### config.mk
export PLATFORM = sky130hd
export DESIGN_NAME = inverse_zigzag_stream_flat
export DESIGN_NICKNAME = d
export VERILOG_FILES = /design/src/rtl/izz_pkg.sv /design/src/rtl/inverse_zigzag_stream_if.sv /design/src/rtl/izz_bank.sv /design/src/rtl/inverse_zigzag_stream.sv /design/src/flat_wrapper.sv
export SDC_FILE = /design/constraint.sdc
export NUM_CORES = 1
export LEC_CHECK = 0
export ABC_AREA = 1
export CAP_MARGIN = 10
export CORE_UTILIZATION = 29
export CTS_CLUSTER_SIZE = 14
export DETAILED_ROUTE_END_ITERATION = 8
export GPL_TIMING_DRIVEN = 0
export SLEW_MARGIN = 20
export SYNTH_ARGS = -nofsm -noshare
export SYNTH_HDL_FRONTEND = slang
export SYNTH_SLANG_ARGS = --single-unit
### constraint.sdc
create_clock -name clk -period 3.4 [get_ports clk]
set_clock_uncertainty 0.05 [all_clocks]
set_input_delay 0.34 -clock clk [delete_from_list [all_inputs] [get_ports clk]]
set_output_delay 0.34 -clock clk [all_outputs]
set_load 0.05 [all_outputs]
### src/rtl/izz_pkg.sv
// Shared constants for the inverse zigzag stream: zigzag-to-raster map and block geometry.
package izz_pkg;

  localparam int BLK_COEFS = 64;
  localparam int ROW_LEN   = 8;

  // Entry i is the raster address (row*8 + col) of the i-th coefficient in zigzag order.
  localparam logic [5:0] ZZ2RASTER [0:63] = '{
    6'd0,  6'd1,  6'd8,  6'd16, 6'd9,  6'd2,  6'd3,  6'd10,
    6'd17, 6'd24, 6'd32, 6'd25, 6'd18, 6'd11, 6'd4,  6'd5,
    6'd12, 6'd19, 6'd26, 6'd33, 6'd40, 6'd48, 6'd41, 6'd34,
    6'd27, 6'd20, 6'd13, 6'd6,  6'd7,  6'd14, 6'd21, 6'd28,
    6'd35, 6'd42, 6'd49, 6'd56, 6'd57, 6'd50, 6'd43, 6'd36,
    6'd29, 6'd22, 6'd15, 6'd23, 6'd30, 6'd37, 6'd44, 6'd51,
    6'd58, 6'd59, 6'd52, 6'd45, 6'd38, 6'd31, 6'd39, 6'd46,
    6'd53, 6'd60, 6'd61, 6'd54, 6'd47, 6'd55, 6'd62, 6'd63
  };

  function automatic int beats(input int lanes);
    return BLK_COEFS / lanes;
  endfunction

endpackage

### src/rtl/inverse_zigzag_stream_if.sv
// Valid/ready stream bundle: zigzag coefficient beats in, raster rows (or columns) out.
interface inverse_zigzag_stream_if #(
  parameter int DATA_W   = 8,
  parameter int IN_LANES = 1
);
  logic                         in_valid;
  logic                         in_ready;
  logic [IN_LANES*DATA_W-1:0]   in_data;
  logic                         out_valid;
  logic                         out_ready;
  logic [8*DATA_W-1:0]          out_data;
  logic [2:0]                   out_row;
  logic                         out_last;

  modport master (
    output in_valid, in_data, out_ready,
    input  in_ready, out_valid, out_data, out_row, out_last
  );

  modport slave (
    input  in_valid, in_data, out_ready,
    output in_ready, out_valid, out_data, out_row, out_last
  );
endinterface

### src/rtl/izz_bank.sv
// One 64-coefficient raster bank: IN_LANES scattered writes, 8-wide combinational read.
// IZZ_COL_ORDER_EN defined: the read port returns a column instead of a row.
module izz_bank
  import izz_pkg::*;
#(
  parameter int DATA_W   = 8,
  parameter int IN_LANES = 1
) (
  input  logic                        clk,
  input  logic                        we,
  input  logic [5:0]                  waddr [IN_LANES],
  input  logic [IN_LANES*DATA_W-1:0]  wdata,
  input  logic [2:0]                  rsel,
  output logic [ROW_LEN*DATA_W-1:0]   rdata
);

  logic [DATA_W-1:0] mem [BLK_COEFS];

  // Lane 0 sits in the MSBs and carries the lowest zigzag index of the beat.
  always_ff @(posedge clk) begin
    if (we) begin
      for (int k = 0; k < IN_LANES; k++) begin
        mem[waddr[k]] <= wdata[(IN_LANES-1-k)*DATA_W +: DATA_W];
      end
    end
  end

  always_comb begin
    rdata = '0;
    for (int c = 0; c < ROW_LEN; c++) begin
`ifdef IZZ_COL_ORDER_EN
      rdata[(ROW_LEN-1-c)*DATA_W +: DATA_W] = mem[{3'(c), rsel}];
`else
      rdata[(ROW_LEN-1-c)*DATA_W +: DATA_W] = mem[{rsel, 3'(c)}];
`endif
    end
  end

endmodule

### src/rtl/inverse_zigzag_stream.sv
// Double-buffered streaming inverse zigzag: zigzag beats in, one 8-coefficient row per beat out.
// IZZ_COL_ORDER_EN (optional macro, read in izz_bank) switches output beats to columns.
module inverse_zigzag_stream
  import izz_pkg::*;
#(
  parameter int DATA_W   = 8,
  parameter int IN_LANES = 1
) (
  input  logic                    clk,
  input  logic                    rst,
  inverse_zigzag_stream_if.slave  zs
);

  localparam int         BEATS     = beats(IN_LANES);
  localparam logic [5:0] LAST_BEAT = 6'(BEATS - 1);

  logic [1:0]              full;
  logic                    wr_sel;
  logic                    rd_sel;
  logic [5:0]              wr_cnt;
  logic [2:0]              rd_row;
  logic                    accept;
  logic                    take;
  logic                    wr_last;
  logic                    rd_last;
  logic [5:0]              waddr [IN_LANES];
  logic [8*DATA_W-1:0]     rdata [2];

  assign zs.in_ready  = !rst && !full[wr_sel];
  assign zs.out_valid = !rst && full[rd_sel];
  assign accept       = zs.in_valid && zs.in_ready;
  assign take         = zs.out_valid && zs.out_ready;
  assign wr_last      = (wr_cnt == LAST_BEAT);
  assign rd_last      = (rd_row == 3'd7);

  always_comb begin
    for (int k = 0; k < IN_LANES; k++) begin
      waddr[k] = ZZ2RASTER[6'(int'(wr_cnt) * IN_LANES + k)];
    end
  end

  for (genvar b = 0; b < 2; b++) begin : g_bank
    izz_bank #(
      .DATA_W   (DATA_W),
      .IN_LANES (IN_LANES)
    ) u_bank (
      .clk   (clk),
      .we    (accept && (wr_sel == 1'(b))),
      .waddr (waddr),
      .wdata (zs.in_data),
      .rsel  (rd_row),
      .rdata (rdata[b])
    );
  end

  assign zs.out_data = rdata[rd_sel];
  assign zs.out_row  = rd_row;
  assign zs.out_last = rd_last;

  // Writer and reader never finish on the same bank in one cycle, so both full-bit updates can land.
  always_ff @(posedge clk) begin
    if (rst) begin
      full   <= 2'b00;
      wr_sel <= 1'b0;
      rd_sel <= 1'b0;
      wr_cnt <= 6'd0;
      rd_row <= 3'd0;
    end else begin
      if (accept) begin
        if (wr_last) begin
          full[wr_sel] <= 1'b1;
          wr_sel       <= !wr_sel;
          wr_cnt       <= 6'd0;
        end else begin
          wr_cnt <= wr_cnt + 6'd1;
        end
      end
      if (take) begin
        if (rd_last) begin
          full[rd_sel] <= 1'b0;
          rd_sel       <= !rd_sel;
          rd_row       <= 3'd0;
        end else begin
          rd_row <= rd_row + 3'd1;
        end
      end
    end
  end

endmodule

### src/flat_wrapper.sv
// flat-port wrapper written by rule: the top's interface ports become plain ports
module inverse_zigzag_stream_flat import izz_pkg::*;
#(
  parameter int DATA_W   = 8,
  parameter int IN_LANES = 1
)
  (clk, rst, zs_in_valid, zs_in_data, zs_out_ready, zs_in_ready, zs_out_valid, zs_out_data, zs_out_row, zs_out_last);
  inverse_zigzag_stream_if #(.DATA_W(DATA_W), .IN_LANES(IN_LANES)) zs_i ();
  input  logic clk;
  input  logic rst;
  input wire logic [$bits(zs_i.in_valid)-1:0] zs_in_valid;
  input wire logic [$bits(zs_i.in_data)-1:0] zs_in_data;
  input wire logic [$bits(zs_i.out_ready)-1:0] zs_out_ready;
  output wire logic [$bits(zs_i.in_ready)-1:0] zs_in_ready;
  output wire logic [$bits(zs_i.out_valid)-1:0] zs_out_valid;
  output wire logic [$bits(zs_i.out_data)-1:0] zs_out_data;
  output wire logic [$bits(zs_i.out_row)-1:0] zs_out_row;
  output wire logic [$bits(zs_i.out_last)-1:0] zs_out_last;
  assign zs_i.in_valid = zs_in_valid;
  assign zs_i.in_data = zs_in_data;
  assign zs_i.out_ready = zs_out_ready;
  assign zs_in_ready = zs_i.in_ready;
  assign zs_out_valid = zs_i.out_valid;
  assign zs_out_data = zs_i.out_data;
  assign zs_out_row = zs_i.out_row;
  assign zs_out_last = zs_i.out_last;
  inverse_zigzag_stream #(.DATA_W(DATA_W), .IN_LANES(IN_LANES)) u_core (.clk(clk), .rst(rst), .zs(zs_i));
endmodule
Word-level counts from Yosys, hierarchy flattened
Memories as Yosys holds them, arrays and structs flattened. A register that Yosys moved wholly into a read port is not among the register bits.
Index checks and enable logic that the tools add are counted.
Widths: inputs -> output; s select.
{"block": "word_totals", "regBits": 13, "mem_bits_rw": 1024, "romBits": 384, "input_bits": 12, "output_inout_bits": 70, "elab_cells": 94, "memories": 3}
{"memory": "u_core.g_bank[0].u_bank.mem", "depth": 64, "width": 8, "read_ports": 8, "rd_clocked_by_memory_dff": 8, "write_ports": 1, "line_no": "izz_bank.sv:17", "text": "logic [DATA_W-1:0] mem [BLK_COEFS];"}
{"memory": "u_core.g_bank[1].u_bank.mem", "depth": 64, "width": 8, "read_ports": 8, "rd_clocked_by_memory_dff": 8, "write_ports": 1, "line_no": "izz_bank.sv:17"}
{"memory": "(no name shown)", "depth": 64, "width": 6, "read_ports": 1, "rd_clocked_by_memory_dff": 0, "write_ports": 0, "line_no": "inverse_zigzag_stream.sv:38", "text": "waddr[k] = ZZ2RASTER[6'(int'(wr_cnt) * IN_LANES + k)];"}
{"block": "op_classes", "add_sub_neg": 2, "magnitude_cmp": 6, "eq_ne": 2, "mux": 56, "bitwise_logic": 6, "reduce_logical": 14}
{"op": "$mux 6", "count": 35}
{"op": "$mux 64", "count": 3}
{"op": "$mux 1", "count": 10}
{"op": "$mux 2", "count": 5}
{"op": "$logic_and 1x1->1", "count": 8}
{"op": "$ge 6x7->1 const B", "count": 1}
{"op": "$add 6x1->6 const B", "count": 1}
{"op": "$eq 6x6->1 const B", "count": 1}
{"op": "$not 6->6", "count": 1}
{"op": "$logic_not 1->1", "count": 4}
{"op": "$lt 1x2->1 const B", "count": 2}
{"op": "$reduce_and 2->1", "count": 2}
{"op": "$add 3x1->3 const B", "count": 1}
{"op": "$eq 3x3->1 const B", "count": 1}
{"op": "$mux 3", "count": 1}
{"op": "$and 2x2->2", "count": 1}
{"op": "$demux 1 s1", "count": 2}
{"op": "$ge 1x1->1 const B", "count": 2}
{"op": "$ge 2x2->1 const B", "count": 1}
{"op": "$not 1->2", "count": 1}
{"op": "$not 2->2", "count": 1}
{"op": "$or 2x2->2", "count": 1}
{"op": "$not 1->1", "count": 1}

Depth between registers and ports, before layout
{"block": "depth", "word_depth": 11, "ltp_mapped": 13, "depth_no_buf": 13}

By module
A second synthesis with hierarchy kept.
{"block": "unflattened", "cells_unflattened": 5052, "hier_area_um2": 47730.8}
{"mod": "izz_bank", "n_inst": 2, "cells_each": 2311, "area_per_inst_um2": 22773.1, "seq_area_each_um2": 15374.7}
{"mod": "inverse_zigzag_stream", "n_inst": 1, "cells_each": 430, "area_per_inst_um2": 2184.6, "seq_area_each_um2": 260.2}

Worst setup path after synthesis
Ideal clock, no wire load.
{"block": "synth_timing", "path_kind": "in2reg", "start": "input rst", "end": "memory u_core.g_bank[1].u_bank.mem[0][0], enable pin", "arrival_time_ns": 2.491, "required_time_ns": 2.980, "setup_slack_ns": 0.489, "cell_stages": 8, "path_buffers": 1, "path_cell_list": "inv_1 -> nand2_1 -> a21oi_1 -> nand2_2 -> nor2_1 -> inv_2 -> clkbuf_1 -> nor2_1"}
{"block": "synth_via", "elab_chain_len": 6}
{"item": "start, declared", "line_no": "flat_wrapper.sv:10", "text": "input logic rst;"}
{"item": "$logic_not 1->1", "line_no": "inverse_zigzag_stream.sv:29", "text": "assign zs.in_ready = !rst && !full[wr_sel];"}
{"item": "$logic_and 1x1->1", "line_no": "inverse_zigzag_stream.sv:29"}
{"item": "named net zs_in_ready", "line_no": "flat_wrapper.sv:14", "text": "output wire logic [$bits(zs_i.in_ready)-1:0] zs_in_ready;"}
{"item": "$logic_and 1x1->1", "line_no": "inverse_zigzag_stream.sv:31", "text": "assign accept = zs.in_valid && zs.in_ready;"}
{"item": "$logic_and 1x1->1", "line_no": "inverse_zigzag_stream.sv:48", "text": ".we (accept && (wr_sel == 1'(b))),"}
{"item": "$mux 1", "line_no": "izz_bank.sv:21", "text": "if (we) begin"}
{"item": "$mux 1 (implied by the code)", "line_no": "izz_bank.sv:23", "text": "mem[waddr[k]] <= wdata[(IN_LANES-1-k)*DATA_W +: DATA_W];"}
{"item": "end, declared", "line_no": "izz_bank.sv:17"}
The timed path passes the listed nets, and every way through them passes these cells.

==> reports/results.txt <==
M2 GR Usage: 0.275
CP cell instances: clkbuf_8 > clkbuf_1 > o211ai_1 > o211ai_1 > nand2_1 > buf_2
Worst Path Buf+Inv: 3
Endpoint type of the worst setup path: output pin
Maximum vdd drop: 0.000369 V
Final nets: 3460
First-pass GRT wire length: 191000 um
Final setup violating endpoints: 2
R2r setup slk: 0.13 ns
Worst EP arrival: 3.04 ns
Fill cells: 14.1k
Starting Density: 0.294
Place WS: -1.01 ns
Failing checks: negative setup slack
GRT Total Usage: 0.176
Yosys warns: 0
Post-synth EDFFs: 1024
Chip height: 387 um
Layout cells sized above 1: 0.176
Lkg Pwr: 16.4 nW
Final non-filler cell total: 5432
Top-area cell type share of the netlist area: 0.715
Final worst slack: -0.0328 ns
Worst slew margin: 0.308
Die Area: 0.150 mm^2
Max clock buf depth: 3
Hpwl dp: 87600 um
FFs w/ async S/R, synth: 0
GRT overflow: 0
I/O Pins: 82
Worst hold endpoint: u_core.g_bank[1].u_bank.mem[47][1]$_DFFE_PP_
Initial DRT Pass Iterations: 8
Met1 usage in global routing: 0.240
Measured slew at the worst slew-check pin: 1.04 ns
Gpl congestion: 0.856
Top post-synthesis cells by area: edfxtp_1 71%, mux2i_1 6.0%, o211ai_1 4.5%
CTS tree: yes
Initial antenna violation count: 3
Cell family with most CP delay: buffers and inverters
Total Power: 25.9 mW
Final Hold Viols: 0
Root Buffer: clkbuf_16
Area leader, netlist: edfxtp_1
Minimum clock period: 3.43 ns
Area Overhead vs Synth: 19.9%
Syn Inst Count: 3188
Later-pin clock latency in the skew report: 0.68 ns
Sequential-to-total area share from yosys stat: 0.722
Met3 usage: 0.0393
Die Wd: 387 um
Worst reg2reg path startpoint: u_core.wr_cnt[0]$_SDFFE_PP0N_
Fin. max-slew vios: 0
CP max stage cell: clkbuf_1
Post-Syn Nets: 3220
Yosys cell types: 29
RSZ-0062 raised after global routing: true
Std cell rows: 140
Vias in the first global route: 26.8k
WHS Path Cells: 1
Initial drt markers: 3392
Data required, critical path: 3.01 ns
Worst setup SP type: flip-flop
Dpl cells: 5194
Power Density: 501 mW/mm^2
Register area: 0.0311 mm^2
Largest net degree at the start of global routing: 85
Post-synth top flop: edfxtp_1
MaxCap Viol Count: 0
CTS Buf Count: 100
HP Class: in -> reg
Crit-path max FO: 10
Final hold slack: 0.0378 ns
Sink Count: 1040
Worst Reg-to-Reg Cells: 12
Avg Vias per Cell: 5.19
Hold path startpoint: zs_in_data[1]
Outcome: finished, violations left
Drt total wl: 136000 um
CTS H-Tree Depth: 3
F_max: 0.291 GHz
Final worst-path cycle share: 1.01
Cell area after layout: 0.0516 mm^2
RR Endpoint: u_core.g_bank[0].u_bank.mem[14][4]$_DFFE_PP_
Mapped Area: 0.0430 mm^2
DP Area: 0.0465 mm^2
Clock transition at the registers of the reported paths: 0.06 ns
Area of the core: 0.146 mm^2
Most used cell, CP: o211ai_1
Synth Area per Inst: 13.5 um^2
Port Buf Inserts: 81
Vias: 28.2k
Seq cells post-synth: 1040
Gr busiest metal: met2
Layout Utilization: 0.352
Routed wire per std cell: 25.1 um
Post-route ant nets: 0
Post-route DRC: 0
Multi-input gate area: 0.0107 mm^2
Critical path's largest stage delay: 0.81 ns
Kind of critical path: reg -> out
Post-CTS Hold Buffers: 0
Setup TNS: -0.0459 ns
sequential cells by signal (all words and copies together) (netlist names), named ones only:
| signal | count |
|---|---|
| u_core.full | 2 |
| u_core.g_bank.u_bank.mem | 1024 |
| u_core.zs.out_row | 3 |
| u_core.wr_sel | 1 |
| u_core.rd_sel | 1 |
| u_core.wr_cnt | 6 |
what timing repair did:
action / 4_1_cts / 5_1_grt
setup buffers: 34 / 16
gates resized for setup: 635 / 115
endpoints found under the setup margin: 1088 / 1012
pin swaps: 41 / 22
cloned: 0 / 0
report_power, final:
group / internal, mW / total [mW] / switching (mW)
logic: 0.117 / 0.596 / 0.479
clock network: 6.24 / 11.2 / 4.94
registers: 14.1 / 14.1 / 0.00998
layout make-up:
type,instances,area share
Sequential cell,1040,0.602
Multi-Input combinational cell,1656,0.208
Clock buffer,123,0.0506
Tap cell,1917,0.0465
Timing Repair Buffer,139,0.0337
Buffer,205,0.0259
Inverter,286,0.0209
Clock inverter,64,0.0120
Antenna cell,2,0.0000970
per-layer routing:
layer	vias to the layer above	routed length, um
met5	-	0
met3	250	12600
met4	0	4460
li1	12300	-
met2	1430	62400
met1	14300	56700
worst reg2reg max path, delay by kind of cell, from the launching register on:
family	cells	cell delay [ns]
fa+ha+maj	1	0.43
buf+inv	1	0.17
flops	1	0.47
compound gates	1	0.11
simple gates	9	1.69
cell usage in the layout, fill, tap and decap left out, types with 3 or more instances in the layout:
cell type	n
clkinv_2	12
o21ai_0	340
o21ai_1	6
inv_6	3
clkbuf_1	44
clkbuf_2	79
inv_2	10
nand2_1	230
o211ai_1	256
buf_12	42
buf_2	64
buf_16	8
clkdlybuf4s50_1	9
nor2_2	48
nor2_4	95
clkdlybuf4s15_2	17
nand2_2	11
buf_8	4
buf_4	35
nand3_1	88
edfxtp_1	1024
inv_1	274
mux2i_1	255
clkinvlp_4	5
buf_6	33
clkbuf_16	101
ha_1	20
clkbuf_4	25
a21oi_1	269
nor2_1	27
dfxtp_1	12
nor3_1	3
bufinv_16	10
clkinv_1	31
kinds of logic after synthesis:
kind of cell               after synthesis  synth area share
adders and majority gates               20           0.00582
buffers and inverters                  492            0.0455
AOI/OAI and AO/OA                      876             0.117
muxes                                  256            0.0595
DFF                                   1040             0.722
and+or+nand+nor                        504            0.0498
worst max-delay path by stage:
stage / to / slack (ns) / from / depth (start not counted)
detailed placement: u_core.g_bank[0].u_bank.mem[28][1]$_DFFE_PP_ / -1.01 / u_core.wr_cnt[1]$_SDFFE_PP0N_ / 11
global route: zs_out_data[25] / -0.01 / flip-flop / 8
floorplan: u_core.g_bank[1].u_bank.mem[0][0]$_DFFE_PP_ / 0.49 / rst / 8
global placement: u_core.g_bank[0].u_bank.mem[11][2]$_DFFE_PP_ / -2.37 / zs_in_data[2] / 1
CTS: zs_out_data[14] / -0.02 / flip-flop / 8
finish: zs_out_data[35] / -0.03 / flip-flop / 6
cell usage after synthesis (4+ instances only):
| cell | count |
|---|---|
| clkbuf_1 | 130 |
| nand3_1 | 88 |
| inv_1 | 276 |
| o211ai_1 | 256 |
| buf_6 | 4 |
| edfxtp_1 | 1024 |
| inv_2 | 9 |
| nor2_1 | 153 |
| mux2i_1 | 256 |
| buf_2 | 55 |
| buf_1 | 14 |
| ha_1 | 20 |
| nor2_4 | 15 |
| o21ai_0 | 345 |
| nand2_1 | 238 |
| dfxtp_1 | 16 |
| a21oi_1 | 269 |
Power figures use the tool's default switching activity.
